### src/rtl/armleocpu_plic_gateway.sv
// Interrupt gateway for the PLIC core.
// Synchronises the raw irq lines and turns level or rising-edge requests into at most
// one outstanding request per source. Each source is held until the core claims and
// then completes it. Edges that arrive while a source is busy are counted in a
// saturating counter; an edge that finds the counter full sets a sticky overflow flag.
module armleocpu_plic_gateway #(
    parameter int INTERRUPT_SOURCE_COUNT = 32,
    parameter int SYNC_STAGES            = 2,
    parameter int EDGE_COUNT_WIDTH       = 4,
    localparam int ID_W = $clog2(INTERRUPT_SOURCE_COUNT) + 1
) (
    input  logic                              clk,
    input  logic                              rst_n,
    input  logic [INTERRUPT_SOURCE_COUNT-1:0] irq_in,
    input  logic [INTERRUPT_SOURCE_COUNT-1:0] irq_edge_mode,
    input  logic                              claim_valid,
    input  logic [ID_W-1:0]                   claim_id,
    input  logic                              complete_valid,
    input  logic [ID_W-1:0]                   complete_id,
    input  logic [INTERRUPT_SOURCE_COUNT-1:0] overflow_clear,
    output logic [INTERRUPT_SOURCE_COUNT-1:0] irq_pending,
    output logic [INTERRUPT_SOURCE_COUNT-1:0] irq_in_service,
    output logic [INTERRUPT_SOURCE_COUNT-1:0] edge_overflow
);

    localparam int N  = INTERRUPT_SOURCE_COUNT;
    localparam int CW = EDGE_COUNT_WIDTH;
    localparam logic [CW-1:0] CNT_MAX = {CW{1'b1}};
    localparam logic [CW-1:0] CNT_ONE = {{(CW-1){1'b0}}, 1'b1};

    typedef enum logic [1:0] {
        ST_IDLE      = 2'd0,
        ST_PENDING   = 2'd1,
        ST_INSERVICE = 2'd2
    } state_e;

    logic [N-1:0]  sync_r [SYNC_STAGES];
    logic [N-1:0]  prev_r;
    logic [N-1:0]  mode_r;
    logic [N-1:0]  sync_s;
    logic [N-1:0]  rise_s;
    logic [N-1:0]  trig_s;
    logic [N-1:0]  take_s;
    logic [N-1:0]  ovf_set_s;
    state_e        state_r     [N];
    state_e        state_nxt_s [N];
    logic [CW-1:0] cnt_r       [N];
    logic [CW-1:0] cnt_nxt_s   [N];

    // Synchroniser chain plus one-cycle delayed copy of its output for edge detection.
    always_ff @(posedge clk or negedge rst_n) begin
        if (!rst_n) begin
            for (int k = 0; k < SYNC_STAGES; k++) begin
                sync_r[k] <= '0;
            end
            prev_r <= '0;
        end else begin
            sync_r[0] <= irq_in;
            for (int k = 1; k < SYNC_STAGES; k++) begin
                sync_r[k] <= sync_r[k-1];
            end
            prev_r <= sync_s;
        end
    end

    // Per-source trigger: level follows the synced line, edge uses a fresh rise or a
    // counted backlog; take marks an IDLE source that becomes PENDING this cycle.
    always_comb begin
        sync_s = sync_r[SYNC_STAGES-1];
        rise_s = sync_s & ~prev_r;
        trig_s = '0;
        take_s = '0;
        for (int i = 0; i < N; i++) begin
            if (irq_edge_mode[i]) begin
                trig_s[i] = rise_s[i] | (cnt_r[i] != '0);
            end else begin
                trig_s[i] = sync_s[i];
            end
            take_s[i] = (state_r[i] == ST_IDLE) && trig_s[i];
        end
    end

    // Per-source request state: IDLE -> PENDING -> INSERVICE -> IDLE.
    always_comb begin
        for (int i = 0; i < N; i++) begin
            state_nxt_s[i] = state_r[i];
            case (state_r[i])
                ST_IDLE: begin
                    if (trig_s[i]) begin
                        state_nxt_s[i] = ST_PENDING;
                    end else begin
                        state_nxt_s[i] = ST_IDLE;
                    end
                end
                ST_PENDING: begin
                    if (claim_valid && (claim_id == ID_W'(i + 1))) begin
                        state_nxt_s[i] = ST_INSERVICE;
                    end else begin
                        state_nxt_s[i] = ST_PENDING;
                    end
                end
                ST_INSERVICE: begin
                    if (complete_valid && (complete_id == ID_W'(i + 1))) begin
                        state_nxt_s[i] = ST_IDLE;
                    end else begin
                        state_nxt_s[i] = ST_INSERVICE;
                    end
                end
                default: begin
                    state_nxt_s[i] = ST_IDLE;
                end
            endcase
        end
    end

    // Edge backlog counter: count unconsumed rises, pay one back per backlog-driven
    // request, saturate and flag overflow, and clear on any mode toggle.
    always_comb begin
        ovf_set_s = '0;
        for (int i = 0; i < N; i++) begin
            cnt_nxt_s[i] = cnt_r[i];
            if (irq_edge_mode[i] != mode_r[i]) begin
                cnt_nxt_s[i] = '0;
            end else if (irq_edge_mode[i]) begin
                if (rise_s[i] && !take_s[i]) begin
                    if (cnt_r[i] == CNT_MAX) begin
                        ovf_set_s[i] = 1'b1;
                    end else begin
                        cnt_nxt_s[i] = cnt_r[i] + CNT_ONE;
                    end
                end else if (!rise_s[i] && take_s[i]) begin
                    cnt_nxt_s[i] = cnt_r[i] - CNT_ONE;
                end else begin
                    cnt_nxt_s[i] = cnt_r[i];
                end
            end else begin
                cnt_nxt_s[i] = cnt_r[i];
            end
        end
    end

    // State, counters, mode history and registered outputs.
    always_ff @(posedge clk or negedge rst_n) begin
        if (!rst_n) begin
            for (int i = 0; i < N; i++) begin
                state_r[i] <= ST_IDLE;
                cnt_r[i]   <= '0;
            end
            mode_r         <= '0;
            irq_pending    <= '0;
            irq_in_service <= '0;
            edge_overflow  <= '0;
        end else begin
            for (int i = 0; i < N; i++) begin
                state_r[i]        <= state_nxt_s[i];
                cnt_r[i]          <= cnt_nxt_s[i];
                irq_pending[i]    <= (state_nxt_s[i] == ST_PENDING);
                irq_in_service[i] <= (state_nxt_s[i] == ST_INSERVICE);
            end
            mode_r        <= irq_edge_mode;
            edge_overflow <= ovf_set_s | (edge_overflow & ~overflow_clear);
        end
    end

endmodule

### config.mk
export PLATFORM = sky130hd
export DESIGN_NAME = armleocpu_plic_gateway
export DESIGN_NICKNAME = d
export VERILOG_FILES = /design/src/rtl/armleocpu_plic_gateway.sv
export SDC_FILE = /design/constraint.sdc
export NUM_CORES = 1
export LEC_CHECK = 0
export ABC_AREA = 1
export CAP_MARGIN = 20
export CORE_UTILIZATION = 50
export CTS_CLUSTER_DIAMETER = 100
export CTS_CLUSTER_SIZE = 28
export DETAILED_ROUTE_END_ITERATION = 6
export PLACE_DENSITY = 0.71
export SLEW_MARGIN = 20
export SYNTH_ARGS = -nofsm -noshare
export SYNTH_HDL_FRONTEND = slang
export SYNTH_SLANG_ARGS = --single-unit
### constraint.sdc
create_clock -name clk -period 3 [get_ports clk]
set_input_delay 0.6 -clock clk [delete_from_list [all_inputs] [get_ports clk]]
set_output_delay 0.6 -clock clk [all_outputs]
set_load 0.005 [all_outputs]
==> results of run 1 <==
==> cell type report <==
cell class | instances | area (µm²)
clock inverter | 1 | 30.0
antenna | 6 | 15.0
sequential | 416 | 10400
fill | 3776 | 17800
clock buffer | 19 | 475
inverter | 557 | 2090
tap | 585 | 732
multi-input combinational | 1736 | 9490
timing repair buffer | 222 | 2250
==> kinds of logic after synthesis <==
group	count (synthesis)
AOI/OAI and AO/OA	338
xor gates and xnor gates	31
adders and majority gates	96
buffers and inverters	567
DFF	416
and+or+nand+nor	1271
==> repair_timing <==
action | in CTS | in global routing
hold endpoints to repair | 43 | 0
buffers inserted | 0 | 0
hold buffers | 1 | 0
resized for setup | 0 | 0
==> worst reg2reg max path: cells and delay by family (launching register included) <==
| family | cells | cell delay, ps |
|---|---|---|
| AO/OA/AOI/OAI | 3 | 450 |
| XOR/XNOR | 1 | 170 |
| adder cells (fa/ha/maj) | 1 | 160 |
| buffers and inverters | 2 | 110 |
| flip-flops | 1 | 400 |
| AND/OR/NAND/NOR | 5 | 520 |
==> synthesized netlist by cell type <==
library cell / n / area share (%)
buf_1: 3 / 0.051
dfrtp_1: 416 / 47
nand3b_1: 21 / 0.72
inv_2: 15 / 0.26
nand3_1: 148 / 3.4
clkbuf_1: 6 / 0.10
nor3_1: 32 / 0.73
nand2_1: 754 / 13
nand4_1: 67 / 1.9
o22ai_1: 32 / 0.91
o211ai_1: 39 / 1.3
a21oi_1: 50 / 1.1
clkinv_1: 2 / 0.034
nand2_4: 6 / 0.31
nor2_2: 21 / 0.60
ha_1: 96 / 5.5
xnor2_1: 2 / 0.080
inv_1: 540 / 9.2
o21ai_4: 11 / 0.81
xor2_1: 29 / 1.2
and3_1: 1 / 0.028
nor4_1: 1 / 0.028
nand4_2: 6 / 0.34
o31ai_1: 64 / 2.2
buf_2: 1 / 0.023
nand3_4: 1 / 0.080
o21ai_1: 10 / 0.23
nor2_4: 23 / 1.2
nand2_2: 57 / 1.6
o211ai_2: 21 / 1.2
or2_0: 1 / 0.028
nor2_1: 129 / 2.2
nand3_2: 3 / 0.14
o21ai_0: 111 / 2.5
==> flip-flops by register name, indices dropped and copies added (netlist names) <==
register	cells
irq_in_service	32
prev_r	32
sync_s	32
sync_r	32
mode_r	32
cnt_r	128
edge_overflow	32
state_r	64
irq_pending	32
==> per-layer routing <==
metal / vias up / track usage, %
met1: 8532 / 30.4
met5: - / 0
met4: 4 / 5.10
met2: 316 / 39.2
li1: 9099 / -
met3: 59 / 3.58
==> power by group <==
part	total, mW	switching [mW]	internal [mW]
combinational	6.62	3.97	2.65
clock	2.98	1.75	1.23
sequential	7.62	0.948	6.67
==> worst max path at each step <==
stage	startpoint	to	slack (ps)	cells past startpoint
finish	edge_overflow[25]	edge_overflow[25]	890	1
global route	irq_edge_mode[29]	cnt_r[10]	720	12
CTS	edge_overflow[25]	edge_overflow[25]	840	1
detailed placement	irq_edge_mode[29]	cnt_r[10]	330	12
global placement	irq_edge_mode[12]	cnt_r[78]	480	12
floorplan	irq_edge_mode[11]	cnt_r[82]	1160	11
==> stage by stage <==
stage,power [mW],cell area (µm²),hold WS [ps]
floorplan,12.3,22000,304
global placement,14.0,25000,332
detailed placement,14.3,25000,336
CTS,17.4,25500,348
global route,18.7,25500,365
finish,17.2,25500,350
==> flow_metrics.py, run 1 <==
metrics = {
    "run_status": {
        "status": "complete, no violations",
    },
    "pwr": {
        "powerDensity_nw_per_um2": 675,
        "power_leakage_nw": 13.1,
        "ir_drop_v": 0.000546,
    },
    "setup_path": {
        "critPathBufInv": 1,
        "cp.required_ps": 2400,
        "cpLargestDelayFamily": "buffers and inverters",
        "worstSetupEndpointType": "output port",
        "slowest_stage": "clkdlybuf4s50_1",
        "critPathKind": "flip-flop to output port",
        "cp-start-kind": "flip-flop",
        "regToRegEndpoint": "cnt_r[10]",
        "arrival_ps": 1510,
        "worstPathMaxFanout": 2,
        "cp_slowest_stage_delay_ps": 550,
        "r2r_start": "state_r[4]",
        "path_cells": "clkdlybuf4s50_1",
        "worstRegToRegCells": 12,
        "reg2reg_slack_ps": 1070,
    },
    "timing": {
        "max_slew_margin_pct": 46.4,
        "fin_skew_ps": 17.6,
        "worst_pin_slew_ps": 802,
        "rsz0062_at_grt": "false",
        "period_share_pct": 70.4,
        "period_needed_ps": 2110,
        "finalSetupViolations": 0,
        "slew_viol_final": 0,
        "finalSetupTns_ps": 0,
        "fin_ws_ps": 889,
        "clock.fmax_ghz": 0.474,
        "finalHoldViolCount": 0,
    },
    "cells_and_area": {
        "nNetsFinal": 3159,
        "drive_above_1_share_pct": 6.74,
        "final_cell_mix": "nand2_1 (754), inv_1 (540), dfrtp_1 (416)",
        "fin_cells": 3542,
        "final_common_cell": "nand2_1",
        "area_delta_synth_final_pct": 15.7,
        "finish.utilization_pct": 58.9,
    },
    "die": {
        "initial_core_util_pct": 50.9,
        "coreArea_um2": 43300,
        "die_h_um": 212,
        "io_pins": 208,
        "fp.dieW_um": 212,
        "rows": 76,
        "dieArea_um2": 44900,
    },
    "global_routing": {
        "overflow": 0,
        "antenna_found_initial": 7,
        "grt_max_degree": 78,
        "grt_usage_pct": 22.9,
        "grt_pass1_wl_mm": 83.9,
        "grt_pass1_vias": 17400,
    },
    "synth": {
        "synth-compound-area-share_pct": 10.3,
        "avgSynthCellArea_um2": 8.10,
        "synthMuxAreaShare_pct": 0,
        "synth_top_family_by_area": "simple AND/OR/NAND/NOR gates",
        "ys_ff_latch": 416,
        "synth_cell_types": 34,
        "synth_area_um2": 22000,
        "synth-simple-area-share_pct": 26.1,
        "yosysSeqAreaShare_pct": 47.3,
        "yosysWarnings": 0,
        "synth_xor_area_share_pct": 1.23,
        "synth_fp_nets": 2927,
        "netlist_instances": 2719,
        "synth-adder-area-share_pct": 5.45,
    },
    "worst_hold_path": {
        "hold_end": "sync_s[18]",
        "hp-start": "sync_r[50]",
        "hp-class": "flip-flop to flip-flop",
        "whs_path_depth": 0,
    },
    "clock_tree": {
        "clkSlewWorstSetupHoldPaths_ps": 110,
        "cts_max_path_buffers": 3,
        "cts_sinks": 416,
        "root_buffer": "clkbuf_16",
        "cts_tree": "yes",
        "cts_buffers": 18,
        "cts_max_level": 1,
        "clock_latency_ps": 550,
    },
    "drt": {
        "routedWlPerCell_um": 14.2,
        "via_per_inst": 5.08,
        "wl_met3_mm": 2.37,
        "met1_length_mm": 22.5,
        "highest_layer": "met5",
        "wl_met2_mm": 24.4,
        "postRouteAntennaNets": 0,
        "drcViolationCount": 0,
        "vias": 18000,
        "drt_iter0_markers": 972,
        "dr.pass1.iters": 5,
        "wl_mm": 50.2,
    },
    "placement": {
        "io_buffers": 207,
        "gp_congestion": 0.891,
        "dp_cells": 3515,
        "dp_slack_ps": 326,
        "dp_hpwl_mm": 37.9,
    },
    "job": {
        "maxCapViolations": 0,
    },
}
Note: power is estimated with default switching activity, not from simulation.
==> run 2: changes to the inputs <==
--- a/config.mk
+++ b/config.mk
@@ -11,7 +11,7 @@
 export CTS_CLUSTER_DIAMETER = 100
 export CTS_CLUSTER_SIZE = 28
 export DETAILED_ROUTE_END_ITERATION = 6
-export PLACE_DENSITY = 0.71
+export PLACE_DENSITY = 0.74
 export SLEW_MARGIN = 20
 export SYNTH_ARGS = -nofsm -noshare
 export SYNTH_HDL_FRONTEND = slang
==> constraint.sdc (replaced) <==
create_clock -name clk -period 1.85 [get_ports clk]
set_input_delay 0.37 -clock clk [delete_from_list [all_inputs] [get_ports clk]]
set_output_delay 0.37 -clock clk [all_outputs]
set_load 0.005 [all_outputs]
==> flow_metrics.py, run 2 (synthesis gave the netlist of run 1 again) <==
metrics = {
    "timing": {
        "period_needed_ps": 1860,
        "rsz0062_at_grt": "true",
        "slew_viol_final": 0,
        "period_share_pct": 101,
        "fin_skew_ps": 19.0,
        "max_slew_margin_pct": 67.2,
        "fin_ws_ps": -14.5,
        "clock.fmax_ghz": 0.536,
        "finalHoldViolCount": 0,
        "finalSetupViolations": 2,
        "worst_pin_slew_ps": 493,
        "finalSetupTns_ps": -15.4,
    },
    "run_status": {
        "status": "finished with violations",
        "violations": "negative setup slack",
    },
    "die": {
        "rows": 76,
        "die_h_um": 212,
        "io_pins": 208,
        "fp.dieW_um": 212,
        "coreArea_um2": 43300,
        "dieArea_um2": 44900,
        "initial_core_util_pct": 50.9,
    },
    "pwr": {
        "p_int_mw": 20.0,
        "seqPwrFrac_pct": 38.1,
        "ir_drop_v": 0.000832,
        "combPwrFrac_pct": 47.6,
        "power_leakage_nw": 15.7,
        "power.share.clock_pct": 14.3,
        "powerDensity_nw_per_um2": 1090,
        "p_sw_share_pct": 39.1,
        "power_switching_mw": 12.9,
    },
    "cells_and_area": {
        "reg.largest.list": "cnt_r (128), state_r (64)",
        "fillers": 3165,
        "final_cell_mix": "nand2_1 (691), inv_1 (474), buf_4 (448)",
        "largest_reg_flops": 128,
        "drive_above_1_share_pct": 27.9,
        "regMostFlops": "cnt_r",
        "nNetsFinal": 3610,
        "fin_cells": 3992,
        "final_common_cell": "nand2_1",
        "area_delta_synth_final_pct": 37.3,
    },
    "setup_path": {
        "slowest_stage": "dfrtp_1",
        "arrival_ps": 2310,
        "cp_slowest_stage_delay_ps": 420,
        "worstSetupEndpointType": "flip-flop",
        "cp_common_cell": "nand2_1",
        "cp.required_ps": 2290,
        "critPathKind": "flip-flop to flip-flop",
        "cpLargestDelayFamily": "simple AND/OR/NAND/NOR gates",
        "worstPathMaxFanout": 4,
        "path_cells": "inv_1, nand2_1, nor2_1, nand2_1, nand2_2, nand3_2, nand2_1, inv_1, ha_1, a21oi_2, xor2_1, o21ai_1",
        "cp-start-kind": "flip-flop",
        "critPathBufInv": 2,
    },
    "clock_tree": {
        "root_buffer": "clkbuf_16",
        "cts_tree": "yes",
        "cts_max_level": 1,
        "clock_latency_ps": 560,
        "cts_sinks": 416,
        "clkSlewWorstSetupHoldPaths_ps": 110,
        "cts_buffers": 18,
        "cts_max_path_buffers": 3,
    },
    "global_routing": {
        "grt_max_degree": 89,
        "overflow": 0,
        "grt_pass1_wl_mm": 88.7,
        "grt_pass1_vias": 19100,
        "grt_usage_pct": 24.2,
        "antenna_found_initial": 4,
    },
    "placement": {
        "dp_hpwl_mm": 41.3,
        "io_buffers": 207,
        "dp_slack_ps": -474,
        "gp_congestion": 0.910,
        "dp_cells": 3765,
    },
    "drt": {
        "drcViolationCount": 0,
        "routedWlPerCell_um": 15.0,
        "vias": 20400,
        "postRouteAntennaNets": 0,
        "dr.pass1.iters": 6,
        "drt_iter0_markers": 1500,
        "via_per_inst": 5.12,
        "wl_mm": 59.8,
    },
    "worst_hold_path": {
        "hp-class": "input port to flip-flop",
    },
    "job": {
        "maxCapViolations": 0,
    },
}
==> run 2: power groups by stage <==
stage | registers [mW] | clock network (mW) | logic [mW]
3_5_place_dp | 12.5 | 0 | 12.2
2_1_floorplan | 12.2 | 0 | 7.74
4_1_cts | 12.3 | 4.84 | 12.3
3_3_place_gp | 12.4 | 0 | 11.6
5_1_grt | 12.7 | 5.14 | 17.4
6_report | 12.5 | 4.70 | 15.7
==> run 2: through the flow <==
stage / power, mW / instance area [µm²] / util, % / hold WS [ps]
after global placement: 24.0 / 26900 / 62.3 / 243
after global routing: 35.2 / 30200 / 69.9 / 56.2
final: 32.9 / 30300 / 69.9 / 67.6
after CTS: 29.5 / 27500 / 63.6 / 228
after floorplan: 19.9 / 22000 / - / 74.4
after detailed placement: 24.7 / 26900 / 62.3 / 240
==> run 2: area by class of cell <==
class                           instances  area, µm²  share of cell area, %
Multi-Input combinational cell       1736      10700                   35.4
Sequential cell                       416      10400                   34.5
Timing Repair Buffer                  673       5800                   19.2
Inverter                              557       2090                   6.91
Tap cell                              585        732                   2.42
Clock buffer                           20        479                   1.58
Antenna cell                            4       10.0                 0.0331
Clock inverter                          1       5.00                 0.0165
==> run 2: layer usage <==
metal | vias up | global-route usage [%] | part of all wire, %
met5 | - | 0 | 0.018
li1 | 10000 | - | -
met4 | 2 | 6.80 | 2.6
met1 | 9837 | 30.8 | 42
met3 | 109 | 3.00 | 4.0
met2 | 482 | 43.0 | 51
==> run 2: path summary, 6_finish.rpt <==
path,from,endpoint,slack [ps],depth (start not counted)
max,cnt_r[73],cnt_r[74],-10,12
min,irq_edge_mode[3],mode_r[3],70,1
max reg2reg,cnt_r[73],cnt_r[74],-10,12
min reg2reg,sync_r[62],sync_s[30],350,0
max in group asynchronous,rst_n,cnt_r[57],790,3
min in group asynchronous,rst_n,cnt_r[19],270,2
==> run 2: repair_timing <==
item,in CTS,in global routing
endpoints found under the hold margin,123,0
resized for setup,20,380
buffers inserted,6,197
setup endpoints to repair,20,102
pin swaps,0,179
hold buffers,1,0
==> run 3: changes to the inputs <==
==> constraint.sdc (replaced) <==
create_clock -name clk -period 1.6 [get_ports clk]
set_input_delay 0.32 -clock clk [delete_from_list [all_inputs] [get_ports clk]]
set_output_delay 0.32 -clock clk [all_outputs]
set_load 0.005 [all_outputs]
==> flow_metrics.py, run 3 (synthesis gave the netlist of run 1 again) <==
metrics = {
    "run_status": {
        "status": "finished with violations",
        "violations": "negative setup slack",
    },
    "global_routing": {
        "antenna_found_initial": 4,
        "overflow": 0,
        "grt_pass1_vias": 23100,
        "grt_pass1_wl_mm": 107,
        "grt_usage_pct": 29.4,
        "grt_max_degree": 58,
    },
    "cells_and_area": {
        "largest_reg_flops": 128,
        "area_delta_synth_final_pct": 60.3,
        "reg.largest.list": "cnt_r (128), state_r (64)",
        "finish.utilization_pct": 81.6,
        "final_area_um2": 35300,
        "drive_above_1_share_pct": 44.1,
        "final_common_cell": "buf_4",
        "regMostFlops": "cnt_r",
        "fin_cells": 4393,
        "nNetsFinal": 4012,
        "final_cell_mix": "buf_4 (758), nand2_1 (532), dfrtp_1 (415)",
    },
    "timing": {
        "max_slew_margin_pct": 68.1,
        "fin_ws_ps": -401,
        "fin_skew_ps": 17.7,
        "period_needed_ps": 2000,
        "worst_pin_slew_ps": 476,
        "slew_viol_final": 0,
        "period_share_pct": 125,
        "finalSetupViolations": 133,
        "rsz0062_at_grt": "true",
        "finalHoldViolCount": 0,
        "hold_ws_ps": 139,
        "finalSetupTns_ps": -18850,
        "clock.fmax_ghz": 0.500,
    },
    "drt": {
        "drcViolationCount": 0,
        "postRouteAntennaNets": 0,
        "via_per_inst": 5.50,
        "dr.pass1.iters": 6,
        "wl_mm": 80.9,
        "vias": 24200,
        "routedWlPerCell_um": 18.4,
        "drt_iter0_markers": 2103,
    },
    "pwr": {
        "finalPower_mw": 47.0,
        "power_leakage_nw": 17.9,
        "ir_drop_v": 0.000962,
        "power.share.clock_pct": 12.0,
        "combPwrFrac_pct": 58.2,
        "p_sw_share_pct": 40.7,
        "powerDensity_nw_per_um2": 1330,
        "p_int_mw": 27.9,
        "power_switching_mw": 19.1,
        "seqPwrFrac_pct": 29.8,
    },
    "clock_tree": {
        "cts_tree": "yes",
        "cts_max_level": 1,
        "clock_latency_ps": 570,
        "root_buffer": "clkbuf_16",
        "clkSlewWorstSetupHoldPaths_ps": 110,
        "cts_buffers": 18,
        "cts_max_path_buffers": 3,
        "cts_sinks": 416,
    },
    "die": {
        "fp.dieW_um": 212,
        "io_pins": 208,
        "initial_core_util_pct": 50.9,
        "dieArea_um2": 44900,
        "die_h_um": 212,
        "coreArea_um2": 43300,
        "rows": 76,
    },
    "placement": {
        "dp_cells": 4053,
        "dp_slack_ps": -649,
        "dp_hpwl_mm": 45.4,
        "gp_congestion": 0.881,
        "post_dp_cell_area_um2": 29500,
        "io_buffers": 207,
    },
    "job": {
        "maxCapViolations": 0,
    },
    "setup_path": {
        "cp.required_ps": 2040,
        "arrival_ps": 2440,
        "startpoint": "state_r[39]",
        "cp-start-kind": "flip-flop",
        "worstPathMaxFanout": 4,
        "critPathKind": "flip-flop to flip-flop",
        "worstSetupEndpointType": "flip-flop",
        "r2r_start": "state_r[39]",
    },
    "worst_hold_path": {
        "hp-class": "input port to flip-flop",
        "hp-start": "irq_edge_mode[3]",
    },
}
[run 3: per-layer routing]
| layer | track usage [%] | wire [µm] |
|---|---|---|
| met5 | 0 | 25 |
| met4 | 13.1 | 5280 |
| met3 | 4.32 | 5250 |
| met2 | 53.5 | 41200 |
| met1 | 33.9 | 29100 |
[run 3: power groups by stage]
stage	sequential [mW]	combinational (mW)	clock [mW]
after detailed placement	13.9	18.2	0
after floorplan	14.1	9.33	0
after global routing	14.2	29.2	6.03
after global placement	13.8	17.4	0
final	14.0	27.3	5.64
after CTS	13.8	21.5	5.70
[run 3: cell type report]
class	count	area, µm²
Antenna cell	2	5.00
Clock buffer	22	497
Fill cell	2264	7960
Inverter	557	2100
Multi-Input combinational cell	1736	12500
Sequential cell	416	10400
Tap cell	585	732
Timing Repair Buffer	1075	9080
[run 3: worst paths after layout]
path                                 endpoint  slack, ps  depth (start not counted)
setup / recovery                    cnt_r[78]       -400                         12
hold / removal                      mode_r[3]        140                          1
setup reg to reg                    cnt_r[78]       -400                         12
hold reg to reg                    sync_s[23]        360                          0
max in group asynchronous  irq_in_service[17]        650                          4
min in group asynchronous            cnt_r[3]        220                          2
[run 3: worst max-delay path, cell delays in order, from the launching register on]
cell	delay [ps]
dfrtp_1	420
inv_2	90
nand2_4	70
a21oi_4	170
nand2_4	100
nand2_4	110
nand2_2	60
nand2_1	80
inv_2	50
ha_4	150
a21oi_2	140
xor2_1	280
o21ai_1	140
[run 3: what timing repair did]
| action | in CTS | in global routing |
|---|---|---|
| pin swaps | 308 | 467 |
| setup endpoints to repair | 197 | 174 |
| endpoints found under the hold margin | 137 | 3 |
| gates resized for setup | 455 | 513 |
| buffers inserted | 246 | 153 |
| hold buffers | 1 | 3 |
